==> src/rtl/imem_pkg.sv <==
// imem_pkg: shared constants and types for the instruction memory fetch block.
//   HALT_WORD      - instruction encoding that parks the fetch unit
//   FAULT_*        - bit positions inside rsp_fault
//   imem_state_t   - fetch FSM state (RUN / HALTED)
package imem_pkg;

    localparam logic [31:0] HALT_WORD      = 32'h0000_0000;

    localparam int          FAULT_MISALIGN = 0;
    localparam int          FAULT_RANGE    = 1;
    localparam int          FAULT_PARITY   = 2;
    localparam int          FAULT_W        = 3;

    typedef enum logic {
        RUN    = 1'b0,
        HALTED = 1'b1
    } imem_state_t;

endpackage

==> src/rtl/imem_fetch_if.sv <==
// imem_fetch_if: fetch request/response channel between the PC stage and the
// instruction memory.
//   req_valid/req_ready/req_pc                  - request handshake, byte PC
//   rsp_valid/rsp_ready/rsp_instr/rsp_fault/rsp_halt - response handshake
//   modport master : fetch/decode side (issues requests, consumes responses)
//   modport slave  : instruction memory side
interface imem_fetch_if #(
    parameter int DATA_W = 32,
    parameter int PC_W   = 32
);
    logic              req_valid;
    logic              req_ready;
    logic [PC_W-1:0]   req_pc;
    logic              rsp_valid;
    logic              rsp_ready;
    logic [DATA_W-1:0] rsp_instr;
    logic [2:0]        rsp_fault;
    logic              rsp_halt;

    modport master (
        output req_valid, req_pc, rsp_ready,
        input  req_ready, rsp_valid, rsp_instr, rsp_fault, rsp_halt
    );

    modport slave (
        input  req_valid, req_pc, rsp_ready,
        output req_ready, rsp_valid, rsp_instr, rsp_fault, rsp_halt
    );
endinterface

==> src/rtl/imem_array.sv <==
// imem_array: DEPTH x DATA_W program store.
//   clk         - write clock
//   we/waddr/wdata - synchronous program load
//   raddr/rdata - combinational read
//   perr        - parity mismatch on the word at raddr
// Optional feature macro: IMEM_PARITY_EN adds one even-parity bit per word,
// generated on load and checked on read. Without it perr is tied to 0.
// Contents power up as all zeros (every word reads as HALT) and are not
// touched by reset.
module imem_array #(
    parameter  int DATA_W = 32,
    parameter  int DEPTH  = 32,
    localparam int IDX_W  = $clog2(DEPTH)
) (
    input  logic              clk,
    input  logic              we,
    input  logic [IDX_W-1:0]  waddr,
    input  logic [DATA_W-1:0] wdata,
    input  logic [IDX_W-1:0]  raddr,
    output logic [DATA_W-1:0] rdata,
    output logic              perr
);

    logic [DATA_W-1:0] mem [DEPTH] = '{default: '0};

    always_ff @(posedge clk) begin
        if (we) mem[waddr] <= wdata;
    end

    assign rdata = mem[raddr];

`ifdef IMEM_PARITY_EN
    // Even parity: stored bit makes the total count of ones even. An all-zero
    // word has parity 0, so the power-up contents are consistent.
    logic par [DEPTH] = '{default: 1'b0};

    always_ff @(posedge clk) begin
        if (we) par[waddr] <= ^wdata;
    end

    assign perr = (^rdata) != par[raddr];
`else
    assign perr = 1'b0;
`endif

endmodule

==> src/rtl/imem_fetch.sv <==
// imem_fetch: instruction memory with loadable program store and a
// registered, handshaked fetch port.
//   clk, rst         - clock, asynchronous active-high reset
//   load_en/addr/data- program load (blocks fetch acceptance that cycle)
//   resume           - leave HALTED
//   halted           - FSM is in HALTED
//   bus (slave)      - fetch request / response channel
// A fetch accepted at edge N is answered from the one-entry response
// register after edge N. A HALT word or any fault parks the block in HALTED.
// Optional feature macro: IMEM_PARITY_EN (parity storage in imem_array).
module imem_fetch
    import imem_pkg::*;
#(
    parameter  int DATA_W = 32,
    parameter  int DEPTH  = 32,
    parameter  int PC_W   = 32,
    localparam int IDX_W  = $clog2(DEPTH)
) (
    input  logic              clk,
    input  logic              rst,
    input  logic              load_en,
    input  logic [IDX_W-1:0]  load_addr,
    input  logic [DATA_W-1:0] load_data,
    input  logic              resume,
    output logic              halted,
    imem_fetch_if.slave       bus
);

    imem_state_t        state;
    logic               rsp_valid_q;
    logic [DATA_W-1:0]  rsp_instr_q;
    logic [FAULT_W-1:0] rsp_fault_q;
    logic               rsp_halt_q;

    logic [PC_W-1:0]    idx_full;
    logic [DATA_W-1:0]  rd_word;
    logic               perr;
    logic               misalign;
    logic               oor;
    logic               accept;
    logic [FAULT_W-1:0] nx_fault;
    logic [DATA_W-1:0]  nx_instr;
    logic               nx_halt;

    // Range check uses the whole shifted PC so high PC bits cannot alias
    // onto a valid word.
    assign idx_full = bus.req_pc >> 2;
    assign misalign = bus.req_pc[1:0] != 2'b00;
    assign oor      = idx_full >= PC_W'(DEPTH);

    imem_array #(
        .DATA_W (DATA_W),
        .DEPTH  (DEPTH)
    ) u_array (
        .clk   (clk),
        .we    (load_en),
        .waddr (load_addr),
        .wdata (load_data),
        .raddr (idx_full[IDX_W-1:0]),
        .rdata (rd_word),
        .perr  (perr)
    );

    always_comb begin
        nx_fault                 = '0;
        nx_fault[FAULT_MISALIGN] = misalign;
        nx_fault[FAULT_RANGE]    = oor;
        // The indexed word is only meaningful for an aligned, in-range PC.
        nx_fault[FAULT_PARITY]   = perr && !misalign && !oor;
        nx_instr                 = (|nx_fault) ? '0 : rd_word;
        nx_halt                  = !(|nx_fault) && (rd_word == DATA_W'(HALT_WORD));
    end

    assign bus.req_ready = (state == RUN) && !load_en && (!rsp_valid_q || bus.rsp_ready);
    assign accept        = bus.req_valid && bus.req_ready;

    always_ff @(posedge clk or posedge rst) begin
        if (rst) begin
            state       <= RUN;
            rsp_valid_q <= 1'b0;
            rsp_instr_q <= '0;
            rsp_fault_q <= '0;
            rsp_halt_q  <= 1'b0;
        end else begin
            if (accept) begin
                rsp_valid_q <= 1'b1;
                rsp_instr_q <= nx_instr;
                rsp_fault_q <= nx_fault;
                rsp_halt_q  <= nx_halt;
                if (nx_halt || (|nx_fault)) state <= HALTED;
            end else begin
                if (bus.rsp_ready) rsp_valid_q <= 1'b0;
                // Acceptance only happens in RUN, so resume never races it.
                if (state == HALTED && resume) state <= RUN;
            end
        end
    end

    assign halted        = (state == HALTED);
    assign bus.rsp_valid = rsp_valid_q;
    assign bus.rsp_instr = rsp_instr_q;
    assign bus.rsp_fault = rsp_fault_q;
    assign bus.rsp_halt  = rsp_halt_q;

endmodule

==> src/flat_wrapper.sv <==
// flat-port wrapper written by rule: the top's interface ports become plain ports
module imem_fetch_flat import imem_pkg::*;
#(
    parameter  int DATA_W = 32,
    parameter  int DEPTH  = 32,
    parameter  int PC_W   = 32,
    localparam int IDX_W  = $clog2(DEPTH)
)
  (clk, rst, load_en, load_addr, load_data, resume, halted, bus_req_valid, bus_req_pc, bus_rsp_ready, bus_req_ready, bus_rsp_valid, bus_rsp_instr, bus_rsp_fault, bus_rsp_halt);
  imem_fetch_if #(.DATA_W(DATA_W), .PC_W(PC_W)) bus_i ();
  input  logic clk;
  input  logic rst;
  input  logic load_en;
  input  logic [IDX_W-1:0] load_addr;
  input  logic [DATA_W-1:0] load_data;
  input  logic resume;
  output logic halted;
  input wire logic [$bits(bus_i.req_valid)-1:0] bus_req_valid;
  input wire logic [$bits(bus_i.req_pc)-1:0] bus_req_pc;
  input wire logic [$bits(bus_i.rsp_ready)-1:0] bus_rsp_ready;
  output wire logic [$bits(bus_i.req_ready)-1:0] bus_req_ready;
  output wire logic [$bits(bus_i.rsp_valid)-1:0] bus_rsp_valid;
  output wire logic [$bits(bus_i.rsp_instr)-1:0] bus_rsp_instr;
  output wire logic [$bits(bus_i.rsp_fault)-1:0] bus_rsp_fault;
  output wire logic [$bits(bus_i.rsp_halt)-1:0] bus_rsp_halt;
  assign bus_i.req_valid = bus_req_valid;
  assign bus_i.req_pc = bus_req_pc;
  assign bus_i.rsp_ready = bus_rsp_ready;
  assign bus_req_ready = bus_i.req_ready;
  assign bus_rsp_valid = bus_i.rsp_valid;
  assign bus_rsp_instr = bus_i.rsp_instr;
  assign bus_rsp_fault = bus_i.rsp_fault;
  assign bus_rsp_halt = bus_i.rsp_halt;
  imem_fetch #(.DATA_W(DATA_W), .DEPTH(DEPTH), .PC_W(PC_W)) u_core (.clk(clk), .rst(rst), .load_en(load_en), .load_addr(load_addr), .load_data(load_data), .resume(resume), .halted(halted), .bus(bus_i));
endmodule
==> config.mk <==
export PLATFORM = sky130hd
export DESIGN_NAME = imem_fetch_flat
export DESIGN_NICKNAME = d
export VERILOG_FILES = /design/src/rtl/imem_pkg.sv /design/src/rtl/imem_fetch_if.sv /design/src/rtl/imem_array.sv /design/src/rtl/imem_fetch.sv /design/src/flat_wrapper.sv
export SDC_FILE = /design/constraint.sdc
export NUM_CORES = 1
export LEC_CHECK = 0
export BUFFER_PORTS_ARGS = -buffer_cell sky130_fd_sc_hd__buf_2
export CAP_MARGIN = 25
export CORE_AREA = 3 3 297 299
export DETAILED_ROUTE_END_ITERATION = 8
export DIE_AREA = 0 0 300 302
export GPL_TIMING_DRIVEN = 1
export PLACE_DENSITY_LB_ADDON = 0.1
export SLEW_MARGIN = 20
export SYNTH_ARGS = -nofsm -noshare
export SYNTH_HDL_FRONTEND = slang
export SYNTH_SLANG_ARGS = --single-unit
==> constraint.sdc <==
create_clock -name clk -period 2 [get_ports clk]
set_input_delay 0.4 -clock clk [delete_from_list [all_inputs] [get_ports clk]]
set_output_delay 0.4 -clock clk [all_outputs]
set_load 0.1 [all_outputs]
# --- After elaboration in Yosys (flattened, before gate mapping) ---
# Memory sizes are Yosys's and may differ from the RTL's.
# Index checks and enable logic that the tools add are counted.
op_classes:
  magnitude_cmp: 1
  eq_ne: 1
  n_mux: 8
  bitwise_logic: 1
  n_reduce_logical: 16
ops:
  columns: ["operator", "n"]
  rows:
  - ["32-bit zero test", 1]
  - ["32-bit 2-to-1 mux", 1]
  - ["30-bit by 6-bit >= comparator with 1-bit output (second input constant)", 1]
  - ["1-bit 2-to-1 mux", 7]
  - ["2-bit nonzero test", 3]
  - ["1-bit logical AND", 5]
  - ["1-bit zero test", 3]
  - ["1-bit logical OR", 2]
  - ["2-bit != test (second input constant)", 1]
  - ["2-bit AND reduction", 1]
  - ["2-bit OR reduction", 1]
  - ["1-bit inverter", 1]
totals:
  regBits: 37
  mem_bits_rw: 1024
  inputBits: 75
  out_inout_bits: 39
  word_cells: 33
  memories: 1
memory_table:
  columns: ["name", "depth", "word_bits", "read_ports", "rd_clocked_by_memory_dff", "wr", "line_no", "text"]
  rows:
  - ["u_core.u_array.mem", 32, 32, 1, 0, 1, "imem_array.sv:24", "logic [DATA_W-1:0] mem [DEPTH] = '{default: '0};"]

# --- Depth between registers and ports, before layout ---
depth:
  word_depth: 7
  depth_mapped: 14

# --- Modules after synthesis ---
# From an unflattened synthesis, not the netlist that was laid out.
hier_totals:
  cells_unflattened: 2418
  area_unflattened_um2: 41518.6
by_module_without_submodules:
  columns: ["mod", "n_inst", "cells_each", "area_each_um2", "seq_area_each_um2"]
  rows:
  - ["imem_array", 1, 2230, 39855.7, 30749.5]
  - ["imem_fetch", 1, 188, 1662.8, 950.9]

# --- Worst setup path before layout ---
# Ideal clock, no wire load.
synth_path:
  kind: "register to register"
  start: "register u_core.rsp_valid_q (netlist: u_core.bus.rsp_valid)"
  end: "register u_core.rsp_instr_q[10] (netlist: u_core.bus.rsp_instr[10])"
  setup_time_ps: 69
  arrival_time_ps: 4300
  t_required_ps: 1931
  path_slack_ps: -2369
  stages_incl_launch_ff: 8
  period_less_slack_ps: 4369
  cell_sequence: "dfrtp_1 > nor2b_1 > nor3_1 > nand2_1 > nor2b_1 > clkbuf_1 > clkbuf_1 > a22o_1"
synth_via:
  elab_chain_len: 4
synth_lines:
  columns: ["element", "line_no", "text"]
  rows:
  - ["from (decl)", "imem_fetch.sv:30", "logic rsp_valid_q;"]
  - ["from (signal assigned)", "imem_fetch.sv:80", "rsp_valid_q <= 1'b0;"]
  - ["from (signal assigned)", "imem_fetch.sv:86", "rsp_valid_q <= 1'b1;"]
  - ["from (signal assigned)", "imem_fetch.sv:92", "if (bus.rsp_ready) rsp_valid_q <= 1'b0;"]
  - ["1-bit zero test", "imem_fetch.sv:74", "assign bus.req_ready = (state == RUN) && !load_en && (!rsp_valid_q || bus.rsp_ready);"]
  - ["1-bit logical OR", "imem_fetch.sv:74", null]
  - ["1-bit logical AND", "imem_fetch.sv:74", null]
  - ["net bus_req_ready", "flat_wrapper.sv:21", "output wire logic [$bits(bus_i.req_ready)-1:0] bus_req_ready;"]
  - ["1-bit logical AND", "imem_fetch.sv:75", "assign accept = bus.req_valid && bus.req_ready;"]
  - ["to (signal assigned)", "imem_fetch.sv:87", "rsp_instr_q <= nx_instr;"]
  - ["to (decl)", "imem_fetch.sv:31", "logic [DATA_W-1:0] rsp_instr_q;"]
# The timed path passes the listed nets, and every way through them passes these cells.
# A chain may end at the register's enable or synchronous reset.

# --- Final worst setup path ---
layout_path:
  start: "input bus_req_pc[2]"
  end: "register u_core.rsp_halt_q (netlist: u_core.bus.rsp_halt)"
layout_via:
  elab_chain_len: 4
layout_lines:
  columns: ["element", "line_no", "text"]
  rows:
  - ["from (decl)", "flat_wrapper.sv:19", "input wire logic [$bits(bus_i.req_pc)-1:0] bus_req_pc;"]
  - ["30-bit by 6-bit >= comparator with 1-bit output", "imem_fetch.sv:49", "assign oor = idx_full >= PC_W'(DEPTH);"]
  - ["2-bit OR reduction", "imem_fetch.sv:71", "nx_halt = !(|nx_fault) && (rd_word == DATA_W'(HALT_WORD));"]
  - ["1-bit zero test", "imem_fetch.sv:71", null]
  - ["1-bit logical AND *", "imem_fetch.sv:71", null]
  - ["to (signal assigned)", "imem_fetch.sv:89", "rsp_halt_q <= nx_halt;"]
  - ["to (decl)", "imem_fetch.sv:33", "logic rsp_halt_q;"]
# Every way passes the cells marked *; elsewhere a longest branch is shown, timed or not.

==> results list <==
- Initial antenna violation count: 3
* Highest-delay cell along the critical path: sky130_fd_sc_hd__mux4_2
- For this block, the via count after detailed routing is 22,300.
* Number of max-cap violations: 0
* Worst path max stage delay: roughly 520 ps
- After the last flow step, the layout net total stands at 2,556.
- The internal power of the cells totals between 30 and 40 mW.
- Width of the chip: around 300 um
* Highest attainable clock frequency: 0.398 GHz
- Cell type with the highest aggregate area in the netlist: sky130_fd_sc_hd__edfxtp_1
- The smallest clock period supported by the final layout is computed as ~2500 ps.
- The floorplan step defined a die boundary enclosing 90,600 um2.
* Vertical die dimension: approximately 300 um
- Kind of end point of the critical path: flip-flop
- Failing checks: negative setup slack
- P per Cell Area: approximately 940 nW/um2
* Drc violations: 0
* Largest net degree at the start of global routing: 33
- Using the TritonRoute via totals, the vias-per-cell ratio works out to 5.99.
- Final count of hold timing violations: 0
- The synthesized netlist contains 49 unique library cells.
- Synthesized instance count: 2,037
- Insertion delay to the later sink of the worst-skew pair: 670 ps
- RSZ-0062 raised after global routing: yes
- The number of global-route vias before repair is around 22,000.
- Adding up every negative setup slack in the final design gives -1260 ps.
* Fraction of layout instances using a drive strength above 1: 32.5%
- Final instance area: 50,600 um2
- Reg clk slew, reported paths: 60 ps
- In this run the standard cell core region covers approximately 85,000 um2.
* Total standard cell area after synthesis: 40,900 um2
* First-pass GRT wire length: 164,000 um
- Arrival time at the worst endpoint: 3100 ps
- Worst ir drop on vdd: 0.950 mV
- Worst Hold Margin: 53.8 ps
* Run status: complete, but fails checks
- The tree built by TritonCTS fans out to 1,061 sinks.
- Sequential Area: 31,700 um2
- Top library cells by usage in the layout, fill and taps aside: 1,024 x sky130_fd_sc_hd__edfxtp_1, 258 x sky130_fd_sc_hd__mux2i_1, 205 x sky130_fd_sc_hd__buf_4
* Router iterations before antenna repair: 5
* Worst slew margin relative to its limit: ~56%
* Number of warning messages in the yosys log: 0
- Synth Net Count: 2,112
- Row count: 107
- Clock tree synthesis selected as its root buffer the cell sky130_fd_sc_hd__clkbuf_16.
* Gp weighted congestion: 0.873
* Required time reported for the critical path endpoint: 2590 ps
- Switching component of the power: roughly 10 mW
* Multi-input gate area: 9230 um2
* Inserted Clock Buffers: about 110
- Total of endpoints with negative setup slack in the final report: 7
* Area growth from synthesis to layout: 23.7%
* Layout Utilization: 59.3%
* Element type at the critical path start: primary input
* Detailed-placement wirelength estimate: 72,300 um
* Worst clock skew: 22.3 ps
* CTS tree: done
* Share of the cycle needed by the critical path after routing: 126%
- Dividing the detail-routed wire length by the instance count gives 31.6 um.
- Worst hold path class: primary input to flip-flop
- Cell area after placement: 46,300 um2
- Crit Path Category: primary input to flip-flop
* Switching part of the total: 21.4%
* Flip-flop and latch count after synthesis: 1,061
* Max Root-Sink Buffers: 3
- Routed Wire Length: 118,000 um
- GR Util All Layers: 25.8%
- Sequential share of the synthesized area: 77.4%
- CTS built an H-tree with a depth of 3.
- Area contributors post-synth: sky130_fd_sc_hd__edfxtp_1 75%, sky130_fd_sc_hd__mux2i_1 7.2%, sky130_fd_sc_hd__mux4_2 6.8%
- Average cell area after synthesis: 20.1 um2
* GRT overflow: 0
- The library cell used most frequently in the layout, excluding fill and tap cells, is sky130_fd_sc_hd__edfxtp_1.
* Worst path setup slack after routing: -515 ps
- Total Power: 47.7 mW
- Fillers: 6,293
- In this run the worst path has a maximum fanout of 6.
- The number of pins with negative max-slew slack in the final report is 0.
* Port Buffer Count: 112
- At the pin with the least slew margin, the transition time is between 600 and 700 ps.
* Proportion of power drawn by the clock network: 41.6%
- Of the total power, registers draw 51.8%.
* Ports: 114
* Count of antenna-violating nets left after detailed routing: 0
- Cell chain of the critical path: buf_16 > buf_4 > buf_16 > buf_12 > buf_4 > mux4_2 > mux4_2 > a21o_1 > nor2_1 > nand2_2 > nor4b_4 > a32o_2
- In this run the biggest area consumer among cell types represents between 70 and 80% of the synthesized area.
* Leak: 17.5 nW
* Part of the power in combinational logic: 6.6%
- DRC marker count from the first detailed-route iteration: approximately 2,700
* Initial core utilization: 47.9%
cell usage after synthesis (all sizes together):
cell     count
o2111ai      4
a32oi        4
nor3         7
nor4bb       6
clkbuf      40
nand2b       1
nor2        58
a31oi        7
a21o         2
o22ai        1
nand4       35
dfrtp       37
buf         76
mux2         1
and4b        4
nor4        12
or3b         3
nor4b        5
nand3       14
or3          1
and4         1
a31o         1
nand3b       5
a221oi       5
inv          5
a2111oi      2
o211ai       4
conb         1
and2         4
a32o         5
a21oi       10
a22o        23
nand2       49
clkinv       1
a22oi      137
o21ai       17
o21bai       3
nor2b        5
mux2i      293
mux4       124
edfxtp    1024
cell type report:
cell class | count | area share, %
inverters | 6 | 0.0445
well taps | 1144 | 2.83
clock buffers | 126 | 5.53
clock inverters | 71 | 1.33
flip-flops and latches | 1061 | 62.6
diodes | 2 | 0.00989
multi-input cells | 854 | 18.2
repair buffers | 451 | 9.44
registers in the layout (all words and copies together) (netlist names):
signal / count
u_core.u_array.mem: 1024
u_core.bus.rsp_instr: 32
u_core.bus.rsp_fault: 2
u_core.bus.rsp_halt: 1
u_core.bus.rsp_valid: 1
u_core.halted: 1
critical path, delay by kind of cell:
kind,cells,cell delay [ps]
multiplexers,2,1010
buffers and inverters,5,650
AO/OA/AOI/OAI,2,430
AND/OR/NAND/NOR,3,600
kinds of logic (layout without fill, tap and decap cells):
kind of cell,Yosys count,after routing,synth area share (%)
other,1,3,0.00916
AOI/OAI and AO/OA,225,225,4.09
DFF,1061,1061,77.4
muxes,418,418,14.0
and+or+nand+nor,210,210,2.86
buffers and inverters,122,654,1.65
power by group through the flow:
| stage | registers, mW | clock network, mW | logic [mW] |
|---|---|---|---|
| after CTS | 24.7 | 20.2 | 3.05 |
| after floorplan | 25.3 | 0 | 1.32 |
| after global placement | 25.2 | 0 | 2.93 |
| after global routing | 24.7 | 21.1 | 3.32 |
| after detailed placement | 25.2 | 0 | 2.96 |
| final | 24.7 | 19.8 | 3.15 |
worst paths after layout:
kind / startpoint / slack [ps] / to / depth (start not counted)
hold / removal: bus_rsp_ready / 50 / u_core.bus.rsp_valid / 3
max in group asynchronous: rst / 1020 / u_core.bus.rsp_instr[6] / 4
hold reg to reg: u_core.bus.rsp_instr[28] / 490 / u_core.bus.rsp_instr[28] / 2
setup reg to reg: u_core.u_array.mem[19][1] / -480 / u_core.bus.rsp_halt / 7
setup / recovery: bus_req_pc[2] / -510 / u_core.bus.rsp_halt / 12
min in group asynchronous: rst / 400 / u_core.bus.rsp_fault[0] / 3
per-stage QoR:
step	worst slack, ps	std cells
2_1_floorplan	-533	2037
3_3_place_gp	-1400	3480
3_5_place_dp	-1410	3480
4_1_cts	-450	3694
5_1_grt	-605	3714
6_report	-515	3715
routing by layer:
layer | vias to the layer above | routed length [um] | global-route usage, %
li1 | 9351 | - | -
met1 | 11700 | 50700 | 38.2
met4 | 2 | 2590 | 6.88
met5 | - | 13 | 0
met3 | 169 | 10400 | 5.45
met2 | 1061 | 53800 | 39.4
what timing repair did:
action	in CTS	in global routing
endpoints found under the setup margin	8	11
hold endpoints to repair	22	0
resized for setup	48	52
buffers inserted	15	18
hold buffers	3	0
cloned	1	3
pin swaps	17	13
Note: power is estimated with default switching activity, not from simulation.
